[src/rtl/axi_master_wrapper_pkg.sv]
// Shared AXI definitions for the master wrapper: bus widths, encodings and FSM states.
// Width/encoding macros are guarded so an existing AXI_define.svh takes precedence.
`ifndef AXI_ADDR_BITS
`define AXI_ADDR_BITS 32
`endif
`ifndef AXI_DATA_BITS
`define AXI_DATA_BITS 32
`endif
`ifndef AXI_STRB_BITS
`define AXI_STRB_BITS 4
`endif
`ifndef AXI_LEN_BITS
`define AXI_LEN_BITS 4
`endif
`ifndef AXI_ID_BITS
`define AXI_ID_BITS 4
`endif
`ifndef AXI_SIZE_WORD
`define AXI_SIZE_WORD 3'b010
`endif
`ifndef AXI_BURST_INC
`define AXI_BURST_INC 2'b01
`endif
`ifndef AXI_RESP_OKAY
`define AXI_RESP_OKAY 2'b00
`endif
`ifndef AXI_RESP_SLVERR
`define AXI_RESP_SLVERR 2'b10
`endif

package axi_master_wrapper_pkg;

    typedef enum logic [2:0] {
        S_IDLE,
        S_AR,
        S_R,
        S_AW,
        S_W,
        S_B
    } state_t;

    localparam logic [2:0] SIZE_WORD   = `AXI_SIZE_WORD;
    localparam logic [1:0] BURST_INCR  = `AXI_BURST_INC;
    localparam logic [1:0] RESP_OKAY   = `AXI_RESP_OKAY;
    localparam logic [1:0] RESP_SLVERR = `AXI_RESP_SLVERR;

endpackage

[src/rtl/axi_master_wrapper.sv]
// Single-outstanding AXI initiator: one local burst request becomes one AR+R or AW+W+B transaction.
// Optional response checking (sticky err) is enabled by defining AXI_MASTER_RESP_CHK_EN.
module axi_master_wrapper
    import axi_master_wrapper_pkg::*;
#(
    parameter logic [`AXI_ID_BITS-1:0] ID = 4'h0
) (
    input  logic                      clk,
    input  logic                      rst,
    input  logic                      req_valid,
    output logic                      req_ready,
    input  logic                      req_write,
    input  logic [`AXI_ADDR_BITS-1:0] req_addr,
    input  logic [`AXI_LEN_BITS-1:0]  req_len,
    input  logic [`AXI_DATA_BITS-1:0] wr_data,
    input  logic [`AXI_STRB_BITS-1:0] wr_strb,
    input  logic                      wr_valid,
    output logic                      wr_ready,
    output logic [`AXI_DATA_BITS-1:0] rd_data,
    output logic                      rd_valid,
    output logic                      done,
    output logic                      err,
    output logic [`AXI_ID_BITS-1:0]   awid,
    output logic [`AXI_ADDR_BITS-1:0] awaddr,
    output logic [`AXI_LEN_BITS-1:0]  awlen,
    output logic [2:0]                awsize,
    output logic [1:0]                awburst,
    output logic                      awvalid,
    input  logic                      awready,
    output logic [`AXI_DATA_BITS-1:0] wdata,
    output logic [`AXI_STRB_BITS-1:0] wstrb,
    output logic                      wlast,
    output logic                      wvalid,
    input  logic                      wready,
    input  logic [`AXI_ID_BITS-1:0]   bid,
    input  logic [1:0]                bresp,
    input  logic                      bvalid,
    output logic                      bready,
    output logic [`AXI_ID_BITS-1:0]   arid,
    output logic [`AXI_ADDR_BITS-1:0] araddr,
    output logic [`AXI_LEN_BITS-1:0]  arlen,
    output logic [2:0]                arsize,
    output logic [1:0]                arburst,
    output logic                      arvalid,
    input  logic                      arready,
    input  logic [`AXI_ID_BITS-1:0]   rid,
    input  logic [`AXI_DATA_BITS-1:0] rdata,
    input  logic [1:0]                rresp,
    input  logic                      rlast,
    input  logic                      rvalid,
    output logic                      rready
);

    state_t                    state_q, state_d;
    logic [`AXI_ADDR_BITS-1:0] addr_q;
    logic [`AXI_LEN_BITS-1:0]  len_q;
    logic [`AXI_LEN_BITS-1:0]  cnt_q;
    logic                      accept;

    assign accept = (state_q == S_IDLE) && req_valid;

    always_ff @(posedge clk or posedge rst) begin
        if (rst) begin
            state_q <= S_IDLE;
        end else begin
            state_q <= state_d;
        end
    end

    always_comb begin
        state_d   = state_q;
        req_ready = 1'b0;
        arvalid   = 1'b0;
        awvalid   = 1'b0;
        wvalid    = 1'b0;
        wlast     = 1'b0;
        wr_ready  = 1'b0;
        bready    = 1'b0;
        rready    = 1'b0;
        rd_valid  = 1'b0;
        done      = 1'b0;
        case (state_q)
            S_IDLE: begin
                req_ready = 1'b1;
                if (req_valid) state_d = req_write ? S_AW : S_AR;
            end
            S_AR: begin
                arvalid = 1'b1;
                if (arready) state_d = S_R;
            end
            S_R: begin
                rready = 1'b1;
                if (rvalid) begin
                    rd_valid = 1'b1;
                    // rlast alone ends the read, even if the beat count disagrees
                    if (rlast) begin
                        done    = 1'b1;
                        state_d = S_IDLE;
                    end
                end
            end
            S_AW: begin
                awvalid = 1'b1;
                if (awready) state_d = S_W;
            end
            S_W: begin
                wvalid = wr_valid;
                wlast  = (cnt_q == len_q);
                if (wr_valid && wready) begin
                    wr_ready = 1'b1;
                    if (cnt_q == len_q) state_d = S_B;
                end
            end
            S_B: begin
                bready = 1'b1;
                if (bvalid) begin
                    done    = 1'b1;
                    state_d = S_IDLE;
                end
            end
            default: state_d = S_IDLE;
        endcase
    end

    always_ff @(posedge clk or posedge rst) begin
        if (rst) begin
            addr_q <= '0;
            len_q  <= '0;
            cnt_q  <= '0;
        end else if (accept) begin
            addr_q <= {req_addr[`AXI_ADDR_BITS-1:2], 2'b00};
            len_q  <= req_len;
            cnt_q  <= '0;
        end else if (rd_valid || wr_ready) begin
            cnt_q <= cnt_q + 1'b1;
        end
    end

    assign araddr  = addr_q;
    assign arlen   = len_q;
    assign arsize  = SIZE_WORD;
    assign arburst = BURST_INCR;
    assign arid    = ID;
    assign awaddr  = addr_q;
    assign awlen   = len_q;
    assign awsize  = SIZE_WORD;
    assign awburst = BURST_INCR;
    assign awid    = ID;
    assign wdata   = wr_data;
    assign wstrb   = wr_strb;
    assign rd_data = rdata;

`ifdef AXI_MASTER_RESP_CHK_EN
    logic err_q;
    logic unused_bits;

    always_ff @(posedge clk or posedge rst) begin
        if (rst) begin
            err_q <= 1'b0;
        end else if (accept) begin
            err_q <= 1'b0;
        end else if ((state_q == S_R && rvalid &&
                      (rresp != RESP_OKAY || (rlast && cnt_q != len_q))) ||
                     (state_q == S_B && bvalid && bresp != RESP_OKAY)) begin
            err_q <= 1'b1;
        end
    end

    assign err         = err_q;
    assign unused_bits = ^{rid, bid, req_addr[1:0]};
`else
    logic unused_bits;

    assign err         = 1'b0;
    assign unused_bits = ^{rid, bid, req_addr[1:0], rresp, bresp};
`endif

endmodule

[config.mk]
export PLATFORM = sky130hd
export DESIGN_NAME = axi_master_wrapper
export DESIGN_NICKNAME = d
export VERILOG_FILES = /design/src/rtl/axi_master_wrapper_pkg.sv /design/src/rtl/axi_master_wrapper.sv
export SDC_FILE = /design/constraint.sdc
export NUM_CORES = 1
export LEC_CHECK = 0
export CAP_MARGIN = 40
export CORE_AREA = 10 10 107 109
export CTS_BUF_LIST = sky130_fd_sc_hd__clkbuf_4
export DETAILED_ROUTE_END_ITERATION = 6
export DIE_AREA = 0 0 117 119
export PLACE_DENSITY = 0.92
export SYNTH_ARGS = -nofsm -noshare
export SYNTH_HDL_FRONTEND = slang
export SYNTH_SLANG_ARGS = --single-unit
[constraint.sdc]
create_clock -name clk -period 2.61 [get_ports clk]
set_input_delay 0.783 -clock clk [delete_from_list [all_inputs] [get_ports clk]]
set_output_delay 0.783 -clock clk [all_outputs]
set_load 0.02 [all_outputs]
==> impl_metrics.ini <==
[synth]
ys_ff_latch = 41
synth_cells = 261
synth_edf_count = 0
syn-mean-instance-area_um2 = 10.6
ys_async_sr_fraction_pct = 100
synth_top_area_share_pct = 37.0
synth_top_flop_cell = dfrtp_1
ys_top_cells_by_area = dfrtp_1, buf_4, mux2_1
yosysTopAreaCell = dfrtp_1
synthDistinctLibCells = 34
yosys_warnings = 0
yosysSeqAreaShare_pct = 37.0
syn_area_um2 = 2770

[hold_path]
min_from = cnt_q[3]$_DFFE_PP0P_
hold_class = flop to flop
holdPathStages = 1

[clocking]
clkTransAtPathRegs_ns = 0.12
clock_sinks = 41
cts_setup_buffers = 0
hold_buffers = 0
clk_latency_ns = 0.35
cts_made_buffers = 5
htree_levels = 2
clock-root-buffer = clkbuf_4
cts_tree = done
clock_path_buffers = 2

[power]
leakagePower_nw = 1.47
power_density_nw_per_um2 = 1330
totalPowerFinal_mw = 4.57
vdd_drop_max_v = 0.000778

[route]
viasPerCell = 4.29
drc = 0
firstDrtPassIters = 4
wirelength_um = 8040
wl_per_cell_um = 19.8
vias = 1738
drtIter0Drc = 61
drtAntennaViolNets = 0

[cells_and_area]
finish.net_count = 418
syn_to_final_growth_pct = 23.8
final_cell_mix = clkdlybuf4s50_1, dfrtp_1, conb_1
diodes = 0
final_area_um2 = 3430
final_common_cell = clkdlybuf4s50_1
drive_above_1_share_pct = 14.8

[timing]
period_share_pct = 98.4
rsz0062_at_grt = false
slew_viol_final = 0
slew_headroom_pct = 47.5
fmax_mhz = 390
finalHoldViolCount = 0
skew_ns = 0.0130
setup_violations = 0
fin_crit_ns = 2.57
tightestPinTransition_ns = 0.783

[worst_setup_path]
cp-start-kind = input pin
crit_start = bvalid
worstPathRequired_ns = 1.83
r2r_start = state_q[2]$_DFFE_PP0P_
arrival_ns = 1.78
crit_path_end_kind = primary output
path_class = input pin to primary output
rr_worst_depth = 4
path_max_fanout = 2

[floorplanning]
start_util_pct = 29.3
pin_count = 296
die_area_um2 = 13900
die_h_um = 119
rows = 36
core-area_um2 = 9460
fp.dieW_um = 117

[placement]
place_area_um2 = 3340
port_buffers = 122
hpwl_um = 6700
place_congestion = 0.728

[global_route]
grt_pass1_vias = 2018
grt_pass1_wl_um = 11800
grt_max_degree = 39
grt_use_total_pct = 10.8
antenna_found_initial = 0
overflow = 0

[run]
max_cap_violations = 0

[status]
status = finished clean
[through the flow]
| step | setup WS, ns | util (%) | instances | hold WS, ns | TNS, ns |
|---|---|---|---|---|---|
| final | 0.0430 | 36.3 | 405 | 0.515 | 0 |
| after global routing | 0.000202 | 36.3 | 405 | 0.557 | 0 |
| after CTS | 0.0113 | 36.3 | 405 | 0.530 | 0 |
| after detailed placement | -0.270 | 35.3 | 397 | 0.507 | -0.853 |
| after global placement | -0.268 | 35.3 | 397 | 0.484 | -0.802 |
| after floorplan | 0.244 | - | 282 | 0.467 | 0 |
[repair_timing]
item	CTS	global route
gates resized for setup	16	2
endpoints found under the setup margin	10	2
endpoints found under the hold margin	0	0
[state kept, by name (all words and copies together) (netlist names)]
signal,flops
arlen,4
cnt_q,4
araddr,30
state_q,3
[final cells by class]
cell class                 instances  area, µm²
fill                             943       6030
multi-input combinational        106        847
tap                              114        143
clock inverter                     2       38.8
timing repair buffer             133       1320
inverter                           3       11.3
clock buffer                       6       45.0
sequential                        41       1030
[layer usage]
layer / part of all wire (%) / GRT usage, % / vias up
met1: 32 / 9.91 / 788
met4: 3.7 / 5.02 / 0
met5: 0 / 0 / -
met2: 47 / 18.1 / 151
li1: - / - / 767
met3: 18 / 7.23 / 32
[cells by family after synthesis]
group / Yosys count / synth area share [%]
buf+inv: 135 / 36.2
flops: 41 / 37.0
mux: 39 / 15.7
simple gates: 28 / 6.23
compound gates: 11 / 2.89
xor+xnor: 4 / 1.26
other cells: 2 / 0.271
fa+ha+maj: 1 / 0.451
[synth_stat cells (2+ instances only)]
master / number
buf_4: 127
dfrtp_1: 41
mux2_1: 20
mux2_2: 16
nand2_1: 4
nand2b_1: 4
xnor2_1: 4
buf_2: 3
inv_1: 3
mux2i_1: 3
nor3_1: 3
nor3b_1: 3
and2_1: 2
buf_6: 2
conb_1: 2
nand3_1: 2
nor2_1: 2
nor2b_1: 2
o211ai_1: 2
o21ai_0: 2
[power breakdown]
group | leakage, nW | internal [mW] | total, mW | switching (mW)
registers | 0.488 | 0.955 | 1.28 | 0.329
clock network | 0.0459 | 0.215 | 0.437 | 0.223
logic | 0.938 | 1.45 | 2.85 | 1.39
total | 1.47 | 2.62 | 4.57 | 1.95
[worst max-delay path, stage by stage]
cell and delay, ns:
clkdlybuf4s50_1 0.48, nand2_1 0.06, o21ai_0 0.14, clkdlybuf4s15_1 0.33
[worst paths after layout]
path	to	slack (ns)
setup reg to reg	araddr[24]$_DFFE_PP0P_	0.82
hold / removal	cnt_q[3]$_DFFE_PP0P_	0.52
hold reg to reg	cnt_q[3]$_DFFE_PP0P_	0.52
max in group asynchronous	state_q[1]$_DFFE_PP0P_	1.31
setup / recovery	done	0.04
min in group asynchronous	araddr[13]$_DFFE_PP0P_	0.77
(Power assumes the default switching activity.)
